$ cat src/rtl/fetch_pkg.sv
// Shared definitions for the instruction fetch front-end.
//   ADDR_W / DATA_W : fetch PC width and instruction width
//   DEF_DEPTH       : default prefetch FIFO depth
//   DEF_RESET_PC    : default first fetch address after reset
//   fetch_entry_t   : one buffered instruction together with its PC
package fetch_pkg;

  localparam int ADDR_W    = 8;
  localparam int DATA_W    = 8;
  localparam int DEF_DEPTH = 4;
  localparam logic [ADDR_W-1:0] DEF_RESET_PC = 8'h00;

  typedef struct packed {
    logic [ADDR_W-1:0] pc;
    logic [DATA_W-1:0] instr;
  } fetch_entry_t;

endpackage

$ cat src/rtl/fetch_unit_if.sv
// Bus bundle between the fetch unit, its instruction memory and the datapath.
//   imem_req/imem_addr/imem_rdata : synchronous instruction memory port
//   redirect_valid/redirect_pc     : PC redirect from the datapath
//   instr_valid/instr/instr_pc/instr_ready : instruction handshake
//   fifo_count                     : prefetch FIFO occupancy
// master = fetch unit side, slave = memory/datapath side.
interface fetch_unit_if
  import fetch_pkg::*;
#(
  parameter int DEPTH = DEF_DEPTH
) ();

  localparam int CNT_W = $clog2(DEPTH) + 1;

  logic              imem_req;
  logic [ADDR_W-1:0] imem_addr;
  logic [DATA_W-1:0] imem_rdata;
  logic              redirect_valid;
  logic [ADDR_W-1:0] redirect_pc;
  logic              instr_valid;
  logic [DATA_W-1:0] instr;
  logic [ADDR_W-1:0] instr_pc;
  logic              instr_ready;
  logic [CNT_W-1:0]  fifo_count;

  modport master (
    output imem_req, imem_addr, instr_valid, instr, instr_pc, fifo_count,
    input  imem_rdata, redirect_valid, redirect_pc, instr_ready
  );

  modport slave (
    input  imem_req, imem_addr, instr_valid, instr, instr_pc, fifo_count,
    output imem_rdata, redirect_valid, redirect_pc, instr_ready
  );

endinterface

$ cat src/rtl/fetch_unit_sync_fifo.sv
// Generic DEPTH-entry FIFO of fetch_entry_t with push, pop and flush.
//   clk, rst_n     : clock, asynchronous active-low reset
//   flush_i        : clears the FIFO; wins over push and pop
//   push_i/push_data_i : write an entry (dropped when full)
//   pop_i          : drop the head entry (ignored when empty)
//   head_o         : head entry, all zeros when empty
//   count_o        : current occupancy
module sync_fifo
  import fetch_pkg::*;
#(
  parameter int DEPTH = DEF_DEPTH
) (
  input  logic                   clk,
  input  logic                   rst_n,
  input  logic                   flush_i,
  input  logic                   push_i,
  input  fetch_entry_t           push_data_i,
  input  logic                   pop_i,
  output fetch_entry_t           head_o,
  output logic [$clog2(DEPTH):0] count_o
);

  localparam int PTR_W = $clog2(DEPTH);
  localparam int CNT_W = PTR_W + 1;

  fetch_entry_t     mem_q [DEPTH];
  logic [PTR_W-1:0] wr_ptr_q, wr_ptr_d;
  logic [PTR_W-1:0] rd_ptr_q, rd_ptr_d;
  logic [CNT_W-1:0] count_q, count_d;
  logic             do_push_s;
  logic             do_pop_s;

  assign do_push_s = push_i & (count_q != CNT_W'(DEPTH));
  assign do_pop_s  = pop_i & (count_q != CNT_W'(0));

  // Next-state pointers and occupancy; pointers wrap naturally (DEPTH is a power of two).
  always_comb begin
    wr_ptr_d = wr_ptr_q;
    rd_ptr_d = rd_ptr_q;
    count_d  = count_q;
    if (flush_i) begin
      wr_ptr_d = '0;
      rd_ptr_d = '0;
      count_d  = '0;
    end else begin
      if (do_push_s) begin
        wr_ptr_d = wr_ptr_q + PTR_W'(1);
      end else begin
        wr_ptr_d = wr_ptr_q;
      end
      if (do_pop_s) begin
        rd_ptr_d = rd_ptr_q + PTR_W'(1);
      end else begin
        rd_ptr_d = rd_ptr_q;
      end
      case ({do_push_s, do_pop_s})
        2'b10:   count_d = count_q + CNT_W'(1);
        2'b01:   count_d = count_q - CNT_W'(1);
        default: count_d = count_q;
      endcase
    end
  end

  // Pointer, occupancy and storage registers.
  always_ff @(posedge clk or negedge rst_n) begin
    if (!rst_n) begin
      wr_ptr_q <= '0;
      rd_ptr_q <= '0;
      count_q  <= '0;
      for (int i = 0; i < DEPTH; i++) begin
        mem_q[i] <= '0;
      end
    end else begin
      wr_ptr_q <= wr_ptr_d;
      rd_ptr_q <= rd_ptr_d;
      count_q  <= count_d;
      if (!flush_i && do_push_s) begin
        mem_q[wr_ptr_q] <= push_data_i;
      end
    end
  end

  assign head_o  = (count_q != CNT_W'(0)) ? mem_q[rd_ptr_q] : '0;
  assign count_o = count_q;

endmodule

$ cat src/rtl/fetch_unit.sv
// Instruction fetch front-end: owns the fetch PC, issues reads to a 1-cycle
// synchronous instruction memory, buffers responses in a prefetch FIFO and
// hands them to the datapath over valid/ready. A redirect flushes buffered
// and in-flight fetches and restarts fetching at the new target.
//   clk : rising-edge clock
//   rst : asynchronous active-low reset
//   bus : fetch_unit_if master (imem port, redirect, instr handshake, fifo_count)
module fetch_unit
  import fetch_pkg::*;
#(
  parameter int                DEPTH    = DEF_DEPTH,
  parameter logic [ADDR_W-1:0] RESET_PC = DEF_RESET_PC
) (
  input  logic         clk,
  input  logic         rst,
  fetch_unit_if.master bus
);

  localparam int CNT_W = $clog2(DEPTH) + 1;

  logic              run_q;
  logic              inflight_q, inflight_d;
  logic              squash_q, squash_d;
  logic [ADDR_W-1:0] fetch_pc_q, fetch_pc_d;
  logic [ADDR_W-1:0] req_pc_q, req_pc_d;

  logic [CNT_W-1:0]  count_s;
  logic [CNT_W-1:0]  credit_s;
  logic              req_s;
  logic              push_s;
  logic              pop_s;
  fetch_entry_t      push_entry_s;
  fetch_entry_t      head_s;

  // Entries held plus the one response still on its way must leave a free slot.
  assign credit_s = count_s + CNT_W'(inflight_q);
  assign req_s    = run_q & ~bus.redirect_valid & (credit_s < CNT_W'(DEPTH));

  // The response lands in the cycle after its request; a redirect or a
  // pending squash makes it stale.
  assign push_s       = inflight_q & ~squash_q & ~bus.redirect_valid;
  assign pop_s        = (count_s != CNT_W'(0)) & bus.instr_ready & ~bus.redirect_valid;
  assign push_entry_s = '{pc: req_pc_q, instr: bus.imem_rdata};

  sync_fifo #(
    .DEPTH (DEPTH)
  ) u_fifo (
    .clk         (clk),
    .rst_n       (rst),
    .flush_i     (bus.redirect_valid),
    .push_i      (push_s),
    .push_data_i (push_entry_s),
    .pop_i       (pop_s),
    .head_o      (head_s),
    .count_o     (count_s)
  );

  // PC / credit / squash next state; redirect outranks any request.
  always_comb begin
    fetch_pc_d = fetch_pc_q;
    req_pc_d   = req_pc_q;
    inflight_d = 1'b0;
    squash_d   = 1'b0;
    if (bus.redirect_valid) begin
      fetch_pc_d = bus.redirect_pc;
      inflight_d = 1'b0;
      squash_d   = inflight_q;
    end else if (req_s) begin
      fetch_pc_d = fetch_pc_q + ADDR_W'(1);
      req_pc_d   = fetch_pc_q;
      inflight_d = 1'b1;
    end else begin
      inflight_d = 1'b0;
    end
  end

  // Fetch control registers; run enables requests from the first edge after reset.
  always_ff @(posedge clk or negedge rst) begin
    if (!rst) begin
      run_q      <= 1'b0;
      inflight_q <= 1'b0;
      squash_q   <= 1'b0;
      fetch_pc_q <= RESET_PC;
      req_pc_q   <= RESET_PC;
    end else begin
      run_q      <= 1'b1;
      inflight_q <= inflight_d;
      squash_q   <= squash_d;
      fetch_pc_q <= fetch_pc_d;
      req_pc_q   <= req_pc_d;
    end
  end

  assign bus.imem_req    = req_s;
  assign bus.imem_addr   = fetch_pc_q;
  assign bus.instr_valid = (count_s != CNT_W'(0));
  assign bus.instr       = head_s.instr;
  assign bus.instr_pc    = head_s.pc;
  assign bus.fifo_count  = count_s;

endmodule
$ cat src/flat_wrapper.sv
// flat-port wrapper written by rule: the top's interface ports become plain ports
module fetch_unit_flat import fetch_pkg::*;
#(
  parameter int                DEPTH    = DEF_DEPTH,
  parameter logic [ADDR_W-1:0] RESET_PC = DEF_RESET_PC
)
  (clk, rst, bus_imem_req, bus_imem_addr, bus_instr_valid, bus_instr, bus_instr_pc, bus_fifo_count, bus_imem_rdata, bus_redirect_valid, bus_redirect_pc, bus_instr_ready);
  fetch_unit_if #(.DEPTH(DEPTH)) bus_i ();
  input  logic clk;
  input  logic rst;
  output wire logic [$bits(bus_i.imem_req)-1:0] bus_imem_req;
  output wire logic [$bits(bus_i.imem_addr)-1:0] bus_imem_addr;
  output wire logic [$bits(bus_i.instr_valid)-1:0] bus_instr_valid;
  output wire logic [$bits(bus_i.instr)-1:0] bus_instr;
  output wire logic [$bits(bus_i.instr_pc)-1:0] bus_instr_pc;
  output wire logic [$bits(bus_i.fifo_count)-1:0] bus_fifo_count;
  input wire logic [$bits(bus_i.imem_rdata)-1:0] bus_imem_rdata;
  input wire logic [$bits(bus_i.redirect_valid)-1:0] bus_redirect_valid;
  input wire logic [$bits(bus_i.redirect_pc)-1:0] bus_redirect_pc;
  input wire logic [$bits(bus_i.instr_ready)-1:0] bus_instr_ready;
  assign bus_imem_req = bus_i.imem_req;
  assign bus_imem_addr = bus_i.imem_addr;
  assign bus_instr_valid = bus_i.instr_valid;
  assign bus_instr = bus_i.instr;
  assign bus_instr_pc = bus_i.instr_pc;
  assign bus_fifo_count = bus_i.fifo_count;
  assign bus_i.imem_rdata = bus_imem_rdata;
  assign bus_i.redirect_valid = bus_redirect_valid;
  assign bus_i.redirect_pc = bus_redirect_pc;
  assign bus_i.instr_ready = bus_instr_ready;
  fetch_unit #(.DEPTH(DEPTH), .RESET_PC(RESET_PC)) u_core (.clk(clk), .rst(rst), .bus(bus_i));
endmodule
$ cat config.mk
export PLATFORM = sky130hd
export DESIGN_NAME = fetch_unit_flat
export DESIGN_NICKNAME = d
export VERILOG_FILES = /design/src/rtl/fetch_pkg.sv /design/src/rtl/fetch_unit_if.sv /design/src/rtl/fetch_unit_sync_fifo.sv /design/src/rtl/fetch_unit.sv /design/src/flat_wrapper.sv
export SDC_FILE = /design/constraint.sdc
export NUM_CORES = 1
export LEC_CHECK = 0
export ABC_AREA = 1
export CORE_MARGIN = 5
export CORE_UTILIZATION = 55
export CTS_CLUSTER_DIAMETER = 120
export DETAILED_ROUTE_END_ITERATION = 10
export GPL_TIMING_DRIVEN = 0
export MAX_ROUTING_LAYER = met4
export PLACE_DENSITY = 0.87
export SYNTH_ARGS = -nofsm -noshare
export SYNTH_HDL_FRONTEND = slang
export SYNTH_SLANG_ARGS = --single-unit
$ cat constraint.sdc
create_clock -name clk -period 2.62 [get_ports clk]
set_input_delay 0.262 -clock clk [delete_from_list [all_inputs] [get_ports clk]]
set_output_delay 0.262 -clock clk [all_outputs]
set_load 0.01 [all_outputs]
Word-level counts from Yosys, hierarchy flattened
Index checks and enable logic that the tools add are counted.
{"block": "classes", "n_lt_le_gt_ge": 4, "add_sub_neg": 6, "reduce_logical": 9, "eq_ne": 3, "n_mux": 18, "bitwise": 12}
{"cell": "64-bit bitwise mux", "n": 1}
{"cell": "16-bit two-way mux", "n": 4}
{"cell": "16-bit binary-select mux with 2-bit select", "n": 1}
{"cell": "16-bit demux with 2-bit select", "n": 1}
{"cell": "8-bit two-way mux", "n": 2}
{"cell": "8-bit by 1-bit adder with 8-bit output, second input constant", "n": 1}
{"cell": "1-bit AND", "n": 8}
{"cell": "2-bit two-way mux", "n": 4}
{"cell": "3-bit greater-or-equal comparator, second input constant", "n": 2}
{"cell": "2-bit inverter with 3-bit output", "n": 2}
{"cell": "3-bit case mux with 2 select lines", "n": 1}
{"cell": "2-bit nonzero test", "n": 3}
{"cell": "3-bit nonzero test", "n": 2}
{"cell": "2-bit by 1-bit adder with 2-bit output, second input constant", "n": 2}
{"cell": "3-bit by 1-bit adder with 3-bit output", "n": 1}
{"cell": "3-bit by 1-bit adder with 3-bit output, second input constant", "n": 1}
{"cell": "3-bit by 1-bit less-than comparator with 1-bit output, second input constant", "n": 1}
{"cell": "3-bit less-than comparator, second input constant", "n": 1}
{"cell": "1-bit two-way mux", "n": 3}
{"cell": "3-bit two-way mux", "n": 1}
{"cell": "3-bit != test, second input constant", "n": 1}
{"cell": "3-bit by 1-bit subtractor with 3-bit output, second input constant", "n": 1}
{"cell": "2-bit by 1-bit == test with 1-bit output, second input constant", "n": 1}
{"cell": "2-bit == test, second input constant", "n": 1}
{"cell": "other kinds (4)", "n": 6}
{"block": "word_totals", "elab_cells": 68, "regBits": 90, "in_bits": 20}

Longest topological paths before layout
{"block": "logic_depth", "ltp_word": 7, "depth_mapped": 15}

Cells and area by module
From an unflattened synthesis, not the netlist that was laid out.
{"block": "unflattened", "cells_unflattened": 531, "area_unflattened_um2": 4579.4}
{"mod": "sync_fifo", "seq_area_each_um2": 1776.7, "cells_each": 405, "instances": 1, "area_each_um2": 3578.4}
{"mod": "fetch_unit", "seq_area_each_um2": 475.5, "cells_each": 126, "instances": 1, "area_each_um2": 1001.0}

Worst setup path before layout
No wires, ideal clock.
{"block": "synth_timing", "path_kind": "reg-to-reg", "startpoint": "register u_core.u_fifo.count_q[0], in the netlist u_core.u_fifo.count_o[0]", "endpoint": "register u_core.u_fifo.count_q[2], in the netlist u_core.u_fifo.count_o[2]", "path_stages_with_launch": 14, "setup_time_ns": 0.117, "slack_ns": 0.595, "required_time_ns": 2.503, "n_path_buf": 1, "arrival_time_ns": 1.908, "cell_sequence": "dfrtp_1 > nor2_4 > nand2_2 > nand2_4 > buf_12 > nand2_4 > inv_1 > fa_1 > xor2_1 > nand3_1 > nand2_1 > inv_1 > nand2_1 > nand2_1"}
{"block": "synth_between", "elab_chain_len": 7}
{"item": "start, declared", "line": "fetch_unit_sync_fifo.sv:29", "text": "logic [CNT_W-1:0] count_q, count_d;"}
{"item": "start signal, assigned", "line": "fetch_unit_sync_fifo.sv:76", "text": "count_q <= count_d;"}
{"item": "3-bit nonzero test", "line": "fetch_unit_sync_fifo.sv:34, fetch_unit.sv:42"}
{"item": "1-bit AND (2 in series)", "line": "fetch_unit.sv:42", "text": "assign pop_s = (count_s != CNT_W'(0)) & bus.instr_ready & ~bus.redirect_valid;"}
{"item": "1-bit AND", "line": "fetch_unit_sync_fifo.sv:34", "text": "assign do_pop_s = pop_i & (count_q != CNT_W'(0));"}
{"item": "2-bit by 1-bit == test with 1-bit output / 2-bit == test (equally long branches)", "line": "fetch_unit_sync_fifo.sv:56", "text": "case ({do_push_s, do_pop_s})"}
{"item": "3-bit case mux with 2 select lines", "line": "fetch_unit_sync_fifo.sv:56"}
{"item": "3-bit two-way mux", "line": "fetch_unit_sync_fifo.sv:41", "text": "if (flush_i) begin"}
Parallel ways exist; a longest one is shown, timed or not.
A chain may end at the register's enable or synchronous reset.

Worst setup path after layout
{"block": "layout_timing", "startpoint": "register u_core.u_fifo.count_q[0], in the netlist u_core.u_fifo.count_o[0]", "endpoint": "output port bus_instr[1]"}
{"block": "layout_between", "elab_chain_len": 2}
{"item": "3-bit nonzero test", "line": "fetch_unit_sync_fifo.sv:83", "text": "assign head_o = (count_q != CNT_W'(0)) ? mem_q[rd_ptr_q] : '0;"}
{"item": "16-bit two-way mux", "line": "fetch_unit_sync_fifo.sv:83"}
{"item": "end, declared", "line": "flat_wrapper.sv:14", "text": "output wire logic [$bits(bus_i.instr)-1:0] bus_instr;"}
No other way between the ends.

==> reports/results.ini <==
[outcome]
status=finished, final reports clean

[yosys]
yosysSeqAreaShare_pct=51.56
yosys_warnings=0
yosysMostFrequentCell=nand2_1
synthArstFlopShare_pct=100.0
ys.flop_type=dfrtp_1
synthCells=538
synth_cell_types=27
synth_mux_area_share_pct=0
synth_top_family_by_area=simple AND/OR/NAND/NOR gates
synth.area.top_cells=dfrtp_1, nand2_1, o21ai_0, a21oi_1, inv_1
synth_top_cell_by_area=dfrtp_1
synth-seq-cells=90
syn_avg_cell_area_um2=8.119
synth-simple-area-share_pct=19.05
synth_fa_ha_area_share_pct=1.891
synthDominantCellAreaShare_pct=51.56
synth_common_cells=nand2_1, o21ai_0, dfrtp_1
synth_compound_area_share_pct=18.30
synth-xor-area-share_pct=0.8021
synth_edf_count=0
synth_nets=564
syn_area_um2=4368

[final_layout]
fill_cells=604
area_growth_pct=19.39
num_antenna_cells=0
fin_util_pct=67.49
fin_cells=706
register_area_um2=2257
nets=625
stdcell_area_um2=5215
multi_input_area_um2=1760
layout-drive-gt1-share_pct=9.272

[setup_path]
setup.worst_path.end_class=output port
worst-path-max-fanout=10
timing.rr.start=u_core.inflight_q
critPathLaunch=u_core.u_fifo.count_o[0]
worstPathRequired_ns=2.36
path_class=flop to output port
crit_path_start_kind=flop
crit_arrival_ns=2.25

[sta]
grt_setup_unrepaired=true
fmax_mhz=398.7
worst_slew_pin_slew_ns=0.5162
setup_viol=0
slew_headroom_pct=65.59
drv_slew=0
worst_slack_ns=0.1118
final-hold-violation-count=0
period_minus_slack_ns=2.508
post-route-period-util_pct=95.73
fin_skew_ns=0.01256

[drt]
vias_per_cell=5.545
wl_per_cell_um=15.57
dr_total_vias=3915
drtIter0Drc=394
routed_wirelength_mm=10.99
drc=0
drt-pass1-iter-count=5
postRouteAntennaNets=0

[place]
place_congestion=0.8951
port_buffers=48
dpl.hpwl_mm=7.921
placed_cell_area_um2=5001
placed_cells=689
pre_cts_ws_ns=0.1665

[die]
die-height_um=99.12
core_um2=7727
die-width_um=99.12
start_util_pct=56.53
rows=32
dieArea_um2=9824
pin_count=49

[clock_tree]
cts-root-buf=clkbuf_8
cts_max_level=3
clk_path_buf_depth=2
cts_setup_buffers=0
clkLatencyLatePin_ns=0.37
cts_buffers=9
clock_sinks=90
cts_tree=yes
path_clk_slew_ns=0.09

[global_route]
gr-total-overflow=0
grt_first_pass_wirelength_mm=18.59
grtUsageTotal_pct=24.18
grt_max_degree=68
grt_pass1_vias=3987
antenna_found_initial=0

[power_and_ir_drop]
irDropWorstVdd_v=0.0003809
power_density_nw_per_um2=636.1
power_uw=3317
power_leakage_uw=0.002517

[worst_hold_path]
hp-class=input pin to asynchronous set/reset pin

[flow_run]
drv_cap=0

==> state kept, by name, indices dropped and copies added, names as in the netlist <==
register and cells:
u_core.u_fifo.mem_q 64, u_core.bus.imem_addr 8, u_core.req_pc_q 8, u_core.u_fifo.count_o 3, u_core.u_fifo.rd_ptr_q 2, u_core.u_fifo.wr_ptr_q 2
u_core.inflight_q 1, u_core.run_q 1, u_core.squash_q 1
==> worst max-delay path: stages, from the launching register on <==
cell and delay (ns):
dfrtp_2 0.48, nor2_4 0.15, nand2_1 0.13, inv_1 0.21
clkbuf_2 0.30, a21oi_1 0.09, clkdlybuf4s50_1 0.51
==> timing repair <==
action | CTS | global route
hold buffers | 1 | 0
hold endpoints to repair | 23 | 0
gates resized for setup | 2 | 16
endpoints found under the setup margin | 10 | 16
==> layout by cell type (no fill, tap or decap), types with 2 or more instances in the layout <==
cell type        instances
nand2_1                156
o21ai_0                103
dfrtp_1                 86
inv_1                   56
a21oi_1                 47
clkdlybuf4s50_1         46
nand3_1                 22
clkbuf_1                 9
clkbuf_8                 9
buf_2                    8
clkbuf_2                 7
nor2_4                   5
ha_1                     5
clkinvlp_4               5
xor2_1                   4
dfrtp_2                  4
inv_2                    3
o21ai_1                  3
nor2_1                   3
buf_4                    3
a21oi_2                  2
nand2_4                  2
nand4_1                  2
==> cell families after synthesis <==
family          after synthesis
buf+inv                      87
xor+xnor                      4
flops                        90
compound gates              157
fa+ha+maj                     6
simple gates                193
other cells                   1
==> per-stage QoR <==
step,hold WS (ns),setup TNS [ns]
floorplan,-0.03359,0
global placement,0.4571,-167.59
global route,0.3744,-0.006421
CTS,0.3373,0
finish,0.3351,0
detailed placement,0.1842,0
==> per-layer routing <==
metal | up-vias | global-route usage, % | share of wire, %
met5 | - | - | 0
met3 | 20 | 5.259 | 9.3
li1 | 1856 | - | -
met4 | 0 | 8.508 | 1.9
met2 | 200 | 38.43 | 48
met1 | 1839 | 30.79 | 40
==> layout make-up <==
cell class              instances  area share (%)
well taps                     102           2.447
flip-flops and latches         90           43.28
inverters                      59           4.247
clock inverters                 7           1.056
repair buffers                 50           9.933
clock buffers                   9           2.375
plain buffers                  28           2.903
multi-input cells             361           33.76
==> path summary, 6_finish.rpt <==
kind / to / depth (start not counted) / slack, ns
max reg2reg: u_core.u_fifo.count_o[2] / 13 / 0.53
min reg2reg: u_core.u_fifo.mem_q[55] / 2 / 0.48
min: u_core.bus.imem_addr[6] / 2 / 0.34
max in group asynchronous: u_core.u_fifo.rd_ptr_q[0] / 3 / 1.64
min in group clk: u_core.bus.imem_addr[4] / 3 / 0.46
max: bus_instr[1] / 6 / 0.11
==> power by group <==
part | internal [uW] | switching, uW | total, uW
combinational | 259 | 395 | 654
clock | 349 | 523 | 871
sequential | 1650 | 146 | 1790
total | 2250 | 1060 | 3320
Note: power is estimated with default switching activity, not from simulation.
